[src/rtl/if_stage.sv]
// ---------------------------------------------------------------------------
// if_stage -- instruction fetch stage with IF/ID pipeline register
//
// Fetches one instruction per cycle from a ready/valid-style instruction
// memory and presents it, with its PC and PC+4, to the decode stage through
// a registered IF/ID interface. Handles hazard stalls (via a one-entry hold
// buffer), IF/ID flushes, and control-flow redirects from EX, including a
// redirect that arrives while a memory request is still outstanding.
//
// Parameters
//   INST_WIDTH       instruction width
//   INST_ADDR_WIDTH  PC / address width
//   RESET_PC         first fetch address after reset
//
// Ports
//   clk, rst_n           rising-edge clock, synchronous active-low reset
//   stall_IF             hold PC and IF/ID
//   flush_IF_ID          load a bubble into IF/ID
//   pc_redirect_EX       redirect request from EX
//   pc_target_EX         redirect target
//   imem_req, imem_addr  instruction memory request / address
//   imem_ready, imem_rdata  memory response handshake / data
//   INST_IF_ID_o, PC_IF_ID_o, PC_plus_4_IF_ID_o, valid_IF_ID_o  IF/ID outputs
//   fetch_cnt            count of valid IF/ID loads (only with IF_FETCH_CNT_EN)
//
// Optional feature macro: IF_FETCH_CNT_EN
// ---------------------------------------------------------------------------
module if_stage #(
  parameter int INST_WIDTH      = 32,
  parameter int INST_ADDR_WIDTH = 32,
  parameter logic [INST_ADDR_WIDTH-1:0] RESET_PC = 32'h0000_0000
) (
  input  logic                       clk,
  input  logic                       rst_n,
  input  logic                       stall_IF,
  input  logic                       flush_IF_ID,
  input  logic                       pc_redirect_EX,
  input  logic [INST_ADDR_WIDTH-1:0] pc_target_EX,
  output logic                       imem_req,
  output logic [INST_ADDR_WIDTH-1:0] imem_addr,
  input  logic                       imem_ready,
  input  logic [INST_WIDTH-1:0]      imem_rdata,
  output logic [INST_WIDTH-1:0]      INST_IF_ID_o,
  output logic [INST_ADDR_WIDTH-1:0] PC_IF_ID_o,
  output logic [INST_ADDR_WIDTH-1:0] PC_plus_4_IF_ID_o,
  output logic                       valid_IF_ID_o
`ifdef IF_FETCH_CNT_EN
  ,
  output logic [31:0]                fetch_cnt
`endif
);

  localparam logic [INST_WIDTH-1:0] NOP_INST = INST_WIDTH'(32'h0000_0013);

  typedef enum logic [1:0] {IDLE, FETCH, HOLD, DROP} state_t;

  // What happens to the IF/ID register on the next edge.
  typedef enum logic [1:0] {IFID_KEEP, IFID_BUBBLE, IFID_LOAD_MEM, IFID_LOAD_BUF} ifid_op_t;

  state_t                     state, state_nxt;
  ifid_op_t                   ifid_op;
  logic [INST_ADDR_WIDTH-1:0] pc, pc_nxt, pc_plus_4;
  logic [INST_ADDR_WIDTH-1:0] drop_target, drop_target_nxt;
  logic [INST_WIDTH-1:0]      hold_buf, hold_buf_nxt;

  // Address stays on pc for the whole request, including in DROP, so the
  // memory sees a stable address until it answers.
  assign imem_addr = pc;
  assign pc_plus_4 = pc + INST_ADDR_WIDTH'(4);

  always_comb begin
    state_nxt       = state;
    pc_nxt          = pc;
    drop_target_nxt = drop_target;
    hold_buf_nxt    = hold_buf;
    ifid_op         = IFID_KEEP;
    imem_req        = 1'b0;

    case (state)
      IDLE: begin
        ifid_op   = IFID_BUBBLE;
        state_nxt = FETCH;
        if (pc_redirect_EX) pc_nxt = pc_target_EX;
      end

      FETCH: begin
        imem_req = 1'b1;
        if (imem_ready) begin
          if (pc_redirect_EX) begin
            ifid_op = IFID_BUBBLE;
            pc_nxt  = pc_target_EX;
          end else if (stall_IF) begin
            // Memory answered but ID cannot accept: park the word.
            hold_buf_nxt = imem_rdata;
            state_nxt    = HOLD;
          end else begin
            ifid_op = IFID_LOAD_MEM;
            pc_nxt  = pc_plus_4;
          end
        end else begin
          ifid_op = IFID_BUBBLE;
          if (pc_redirect_EX) begin
            // Request already in flight; wait it out before retargeting.
            drop_target_nxt = pc_target_EX;
            state_nxt       = DROP;
          end
        end
      end

      HOLD: begin
        if (pc_redirect_EX) begin
          ifid_op   = IFID_BUBBLE;
          pc_nxt    = pc_target_EX;
          state_nxt = FETCH;
        end else if (!stall_IF) begin
          ifid_op   = IFID_LOAD_BUF;
          pc_nxt    = pc_plus_4;
          state_nxt = FETCH;
        end
      end

      DROP: begin
        imem_req = 1'b1;
        ifid_op  = IFID_BUBBLE;
        if (pc_redirect_EX) drop_target_nxt = pc_target_EX;
        if (imem_ready) begin
          // A redirect arriving in the same cycle is the newest target.
          pc_nxt    = pc_redirect_EX ? pc_target_EX : drop_target;
          state_nxt = FETCH;
        end
      end

      default: state_nxt = IDLE;
    endcase

    // Flush beats stall beats whatever the FSM wanted.
    if (flush_IF_ID)   ifid_op = IFID_BUBBLE;
    else if (stall_IF) ifid_op = IFID_KEEP;
  end

  always_ff @(posedge clk) begin
    if (!rst_n) begin
      state             <= IDLE;
      pc                <= RESET_PC;
      drop_target       <= '0;
      hold_buf          <= '0;
      INST_IF_ID_o      <= NOP_INST;
      PC_IF_ID_o        <= '0;
      PC_plus_4_IF_ID_o <= '0;
      valid_IF_ID_o     <= 1'b0;
    end else begin
      state       <= state_nxt;
      pc          <= pc_nxt;
      drop_target <= drop_target_nxt;
      hold_buf    <= hold_buf_nxt;
      case (ifid_op)
        IFID_BUBBLE: begin
          INST_IF_ID_o      <= NOP_INST;
          PC_IF_ID_o        <= '0;
          PC_plus_4_IF_ID_o <= '0;
          valid_IF_ID_o     <= 1'b0;
        end
        IFID_LOAD_MEM: begin
          INST_IF_ID_o      <= imem_rdata;
          PC_IF_ID_o        <= pc;
          PC_plus_4_IF_ID_o <= pc_plus_4;
          valid_IF_ID_o     <= 1'b1;
        end
        IFID_LOAD_BUF: begin
          INST_IF_ID_o      <= hold_buf;
          PC_IF_ID_o        <= pc;
          PC_plus_4_IF_ID_o <= pc_plus_4;
          valid_IF_ID_o     <= 1'b1;
        end
        default: ;
      endcase
    end
  end

`ifdef IF_FETCH_CNT_EN
  always_ff @(posedge clk) begin
    if (!rst_n) begin
      fetch_cnt <= '0;
    end else if (ifid_op == IFID_LOAD_MEM || ifid_op == IFID_LOAD_BUF) begin
      fetch_cnt <= fetch_cnt + 32'd1;
    end
  end
`endif

endmodule

[config.mk]
export PLATFORM = sky130hd
export DESIGN_NAME = if_stage
export DESIGN_NICKNAME = d
export VERILOG_FILES = /design/src/rtl/if_stage.sv
export SDC_FILE = /design/constraint.sdc
export NUM_CORES = 1
export LEC_CHECK = 0
export CAP_MARGIN = 20
export CORE_ASPECT_RATIO = 0.5
export CORE_MARGIN = 3
export CORE_UTILIZATION = 44
export CTS_CLUSTER_SIZE = 10
export DETAILED_ROUTE_END_ITERATION = 10
export PLACE_DENSITY = 0.72
export REMOVE_ABC_BUFFERS = 1
export SLEW_MARGIN = 30
export SYNTH_ARGS = -nofsm -noshare
export SYNTH_HDL_FRONTEND = slang
export SYNTH_SLANG_ARGS = --single-unit
[constraint.sdc]
create_clock -name clk -period 6.14 [get_ports clk]
set_input_delay 0.614 -clock clk [delete_from_list [all_inputs] [get_ports clk]]
set_output_delay 0.614 -clock clk [all_outputs]
set_load 0.005 [all_outputs]
==> out/results.txt <==
Outcome: finished clean
Cell count after placement: 1,412
Seq/Total Area, Yosys: 44.6%
Post-route DRC: 0
Simple-Gate Fraction of Synth Area: 18.6%
Routed WL: 27,900 microns
Cts repair resizes: 0
Worst Path Max Fanout: 24
Fin crit period: 3.26 ns
Core ar.: 0.0188 sq mm
Dpl hpwl: 18,500 microns
Placed Area: 0.0107 sq mm
Yosys warns: 0
Worst path max stage delay: 0.64 ns
Antenna cells: 0
Critical path capture point type: register
Area grow syn2layout: 31.3%
Layout Cells excl Fill: 1,445
Syn Area/Cell: 8.45 sq um
Post-synth EDFFs: 0
Nets: 1,249
ANT nets after route: 0
TritonCTS clock tree: yes
Post-route cell area: 0.0114 sq mm
Maximum clock rate: 307 MHz
First-pass GRT wire length: 44,700 microns
CTS Buffer Depth: 2
Buffers and inverters on the worst path: 2
Inserted Clock Buffers: 17
Routed len/inst: 19.3 microns
Area leader, netlist: dfxtp_1
Proportion of synthesized area in mux cells: 4.77%
Library cells used by synthesis: 59
Worst-Margin Slew: 0.966 ns
Fill count: 1,611
Max-Cap Viols: 0
Die ar.: 0.0215 sq mm
Die W: 204 microns
Worst Setup Start Kind: register
Htree depth: 4
P per Cell Area: 285 mW/mm^2
Yosys top cell area share: 44.6%
Final Max Tran Viols: 0
Antenna violations before repair: 0
DP Worst Slack: 2.01 ns
Grt ovf: 0
Ys async rst share: 0%
Worst VDD drop: 146 uV
Finish-stage setup viols: 0
Vias: 8,396
Mapped Area: 0.00866 sq mm
Initial Util: 46.0%
Iter 0 DRT Violations: 736
Post-Route Utilization: 60.4%
Post-CTS Hold Fix Bufs: 0
Synth Area in Adders: 0.867%
Slew HR: 35.1%
Post-Synth XOR/XNOR Area: 2.73%
RSZ-0062 raised after global routing: no
Worst min-delay path class: reg2reg
Mapped Cells: 1,025
Most frequent cells in the layout: 198 x clkdlybuf4s50_1, 193 x dfxtp_1, 182 x nand2_1
Drt via density: 5.81
Setup Skew: 0.0102 ns
Setup Crit Path Kind: reg2reg
Slowest CP cell: a211o_1
Final-report hold violation count: 0
Worst-skew pair later-pin latency: 0.44 ns
IO Port Bufs: 199
Setup tns final: 0 ns
Largest family of logic cells by synthesized area: compound AO/OA/AOI/OAI gates
Critical path, cell by cell: inv_1 -> ha_1 -> nor2b_1 -> buf_4 -> a211o_1 -> nor2_1 -> o211ai_1 -> a311oi_1 -> a211oi_1
Clock-pin slew on the worst setup and hold paths: 0.07 ns
GPL Wtd Cong: 0.884
Largest net degree at the start of global routing: 88
Commonest non-fill, non-tap cell in the layout: clkdlybuf4s50_1
First-pass detailed-route iteration total: 5
Post-CTS repair timing setup buffer count: 0
Ratio of cells with drive above 1 in the final layout: 8.94%
Top-level I/O count: 200
Final Cycle Share: 53.1%
Leak: 3.87 nW
WP data required: 6.43 ns
Top FF cell, synth: dfxtp_1
Top post-synthesis cells by area: dfxtp_1 45%, nand2_1 7.9%, a22oi_1 7.0%, a21oi_1 5.0%, mux2_2 4.4%
Total GRT Usage: 26.0%
# rows: 35
Yosys reg bits: 193
Worst reg-to-reg setup slack: 2.88 ns
Worst EP arrival: 3.55 ns
Die Ht: 105 microns
Synth Area in Compound Gates: 23.2%
Clock root buffer: clkbuf_16
Number of global-route vias before repair: 8,227
Clock tree sinks: 193
Final worst slack: 2.88 ns
Delay-heaviest family, CP: compound AO/OA/AOI/OAI gates
## state kept, by name, indices dropped and copies added, names as in the netlist
| register | count |
|---|---|
| hold_buf | 32 |
| PC_plus_4_IF_ID_o | 30 |
| imem_addr | 32 |
| INST_IF_ID_o | 32 |
| state | 2 |
| PC_IF_ID_o | 32 |
| drop_target | 32 |
| valid_IF_ID_o | 1 |
## worst paths after layout
path,start,end,cells after the start
min,hold_buf[8]$_SDFFE_PN0P_,hold_buf[8]$_SDFFE_PN0P_,2
max reg2reg,state[0]$_SDFFE_PN0P_,imem_addr[19]$_SDFFE_PN0P_,9
max,state[0]$_SDFFE_PN0P_,imem_addr[19]$_SDFFE_PN0P_,9
min reg2reg,hold_buf[8]$_SDFFE_PN0P_,hold_buf[8]$_SDFFE_PN0P_,2
## layout make-up
cell class | instances | area (sq um) | share of cell area (%)
Sequential cell | 193 | 3860 | 34.0
Multi-Input combinational cell | 734 | 4380 | 38.5
Clock inverter | 11 | 154 | 1.35
Inverter | 12 | 47.5 | 0.418
Tap cell | 259 | 324 | 2.85
Clock buffer | 21 | 470 | 4.14
Timing Repair Buffer | 215 | 2130 | 18.7
## through the flow
stage | power (mW) | hold WS, ns
global route | 3.38 | 0.473
detailed placement | 2.07 | 0.442
finish | 3.24 | 0.453
CTS | 3.24 | 0.456
floorplan | 1.76 | 0.433
global placement | 2.06 | 0.439
## power breakdown
| group | internal [mW] | switching [mW] | leakage (nW) |
|---|---|---|---|
| combinational | 0.285 | 0.345 | 2.00 |
| sequential | 1.32 | 0.109 | 1.57 |
| clock | 0.677 | 0.500 | 0.300 |
| total | 2.28 | 0.954 | 3.87 |
## synth_stat cells (3+ instances only)
master,number
nand3_1,20
nor4_2,3
nand2_1,182
or3_1,7
a21oi_1,86
o22ai_1,10
buf_1,4
and2_1,6
or2_2,3
nand4_1,5
xor2_1,15
o21ai_0,46
ha_1,6
mux2_2,34
nor4_1,6
o211ai_1,12
inv_1,12
xnor2_1,12
dfxtp_1,193
clkbuf_1,67
a22oi_1,81
buf_4,4
a211oi_1,7
o221ai_1,3
nor3_1,6
a221oi_1,5
and3_1,5
buf_2,3
a32o_1,7
mux2i_1,3
a221o_1,9
clkbuf_8,6
nand2b_1,4
a22o_1,10
a31oi_1,7
nor2_1,89
o31ai_1,6
nor2b_1,11
## worst reg2reg max path, stage by stage (launching register included)
cell and delay [ns]:
dfxtp_1 0.39, inv_1 0.10, ha_1 0.49, nor2b_1 0.21, buf_4 0.19, a211o_1 0.64, nor2_1 0.55, o211ai_1 0.17
a311oi_1 0.29, a211oi_1 0.08
## cells by family (layout without fill, tap and decap cells)
logic type / count (synthesis) / count (layout)
mux: 37 / 37
fa+ha+maj: 6 / 6
buf+inv: 98 / 259
compound gates: 303 / 303
flops: 193 / 193
xor+xnor: 27 / 27
simple gates: 361 / 361
## per-layer routing
| metal | share of wire [%] | vias up | routed length, microns | global-route usage, % |
|---|---|---|---|---|
| met4 | 2.3 | 0 | 646 | 9.91 |
| met5 | 0 | - | 0 | 0 |
| met1 | 44 | 4039 | 12200 | 34.1 |
| met3 | 7.2 | 49 | 2010 | 4.89 |
| met2 | 47 | 360 | 13000 | 42.6 |
| li1 | - | 3948 | - | - |
No activity file was read; power rests on OpenSTA's default activity.
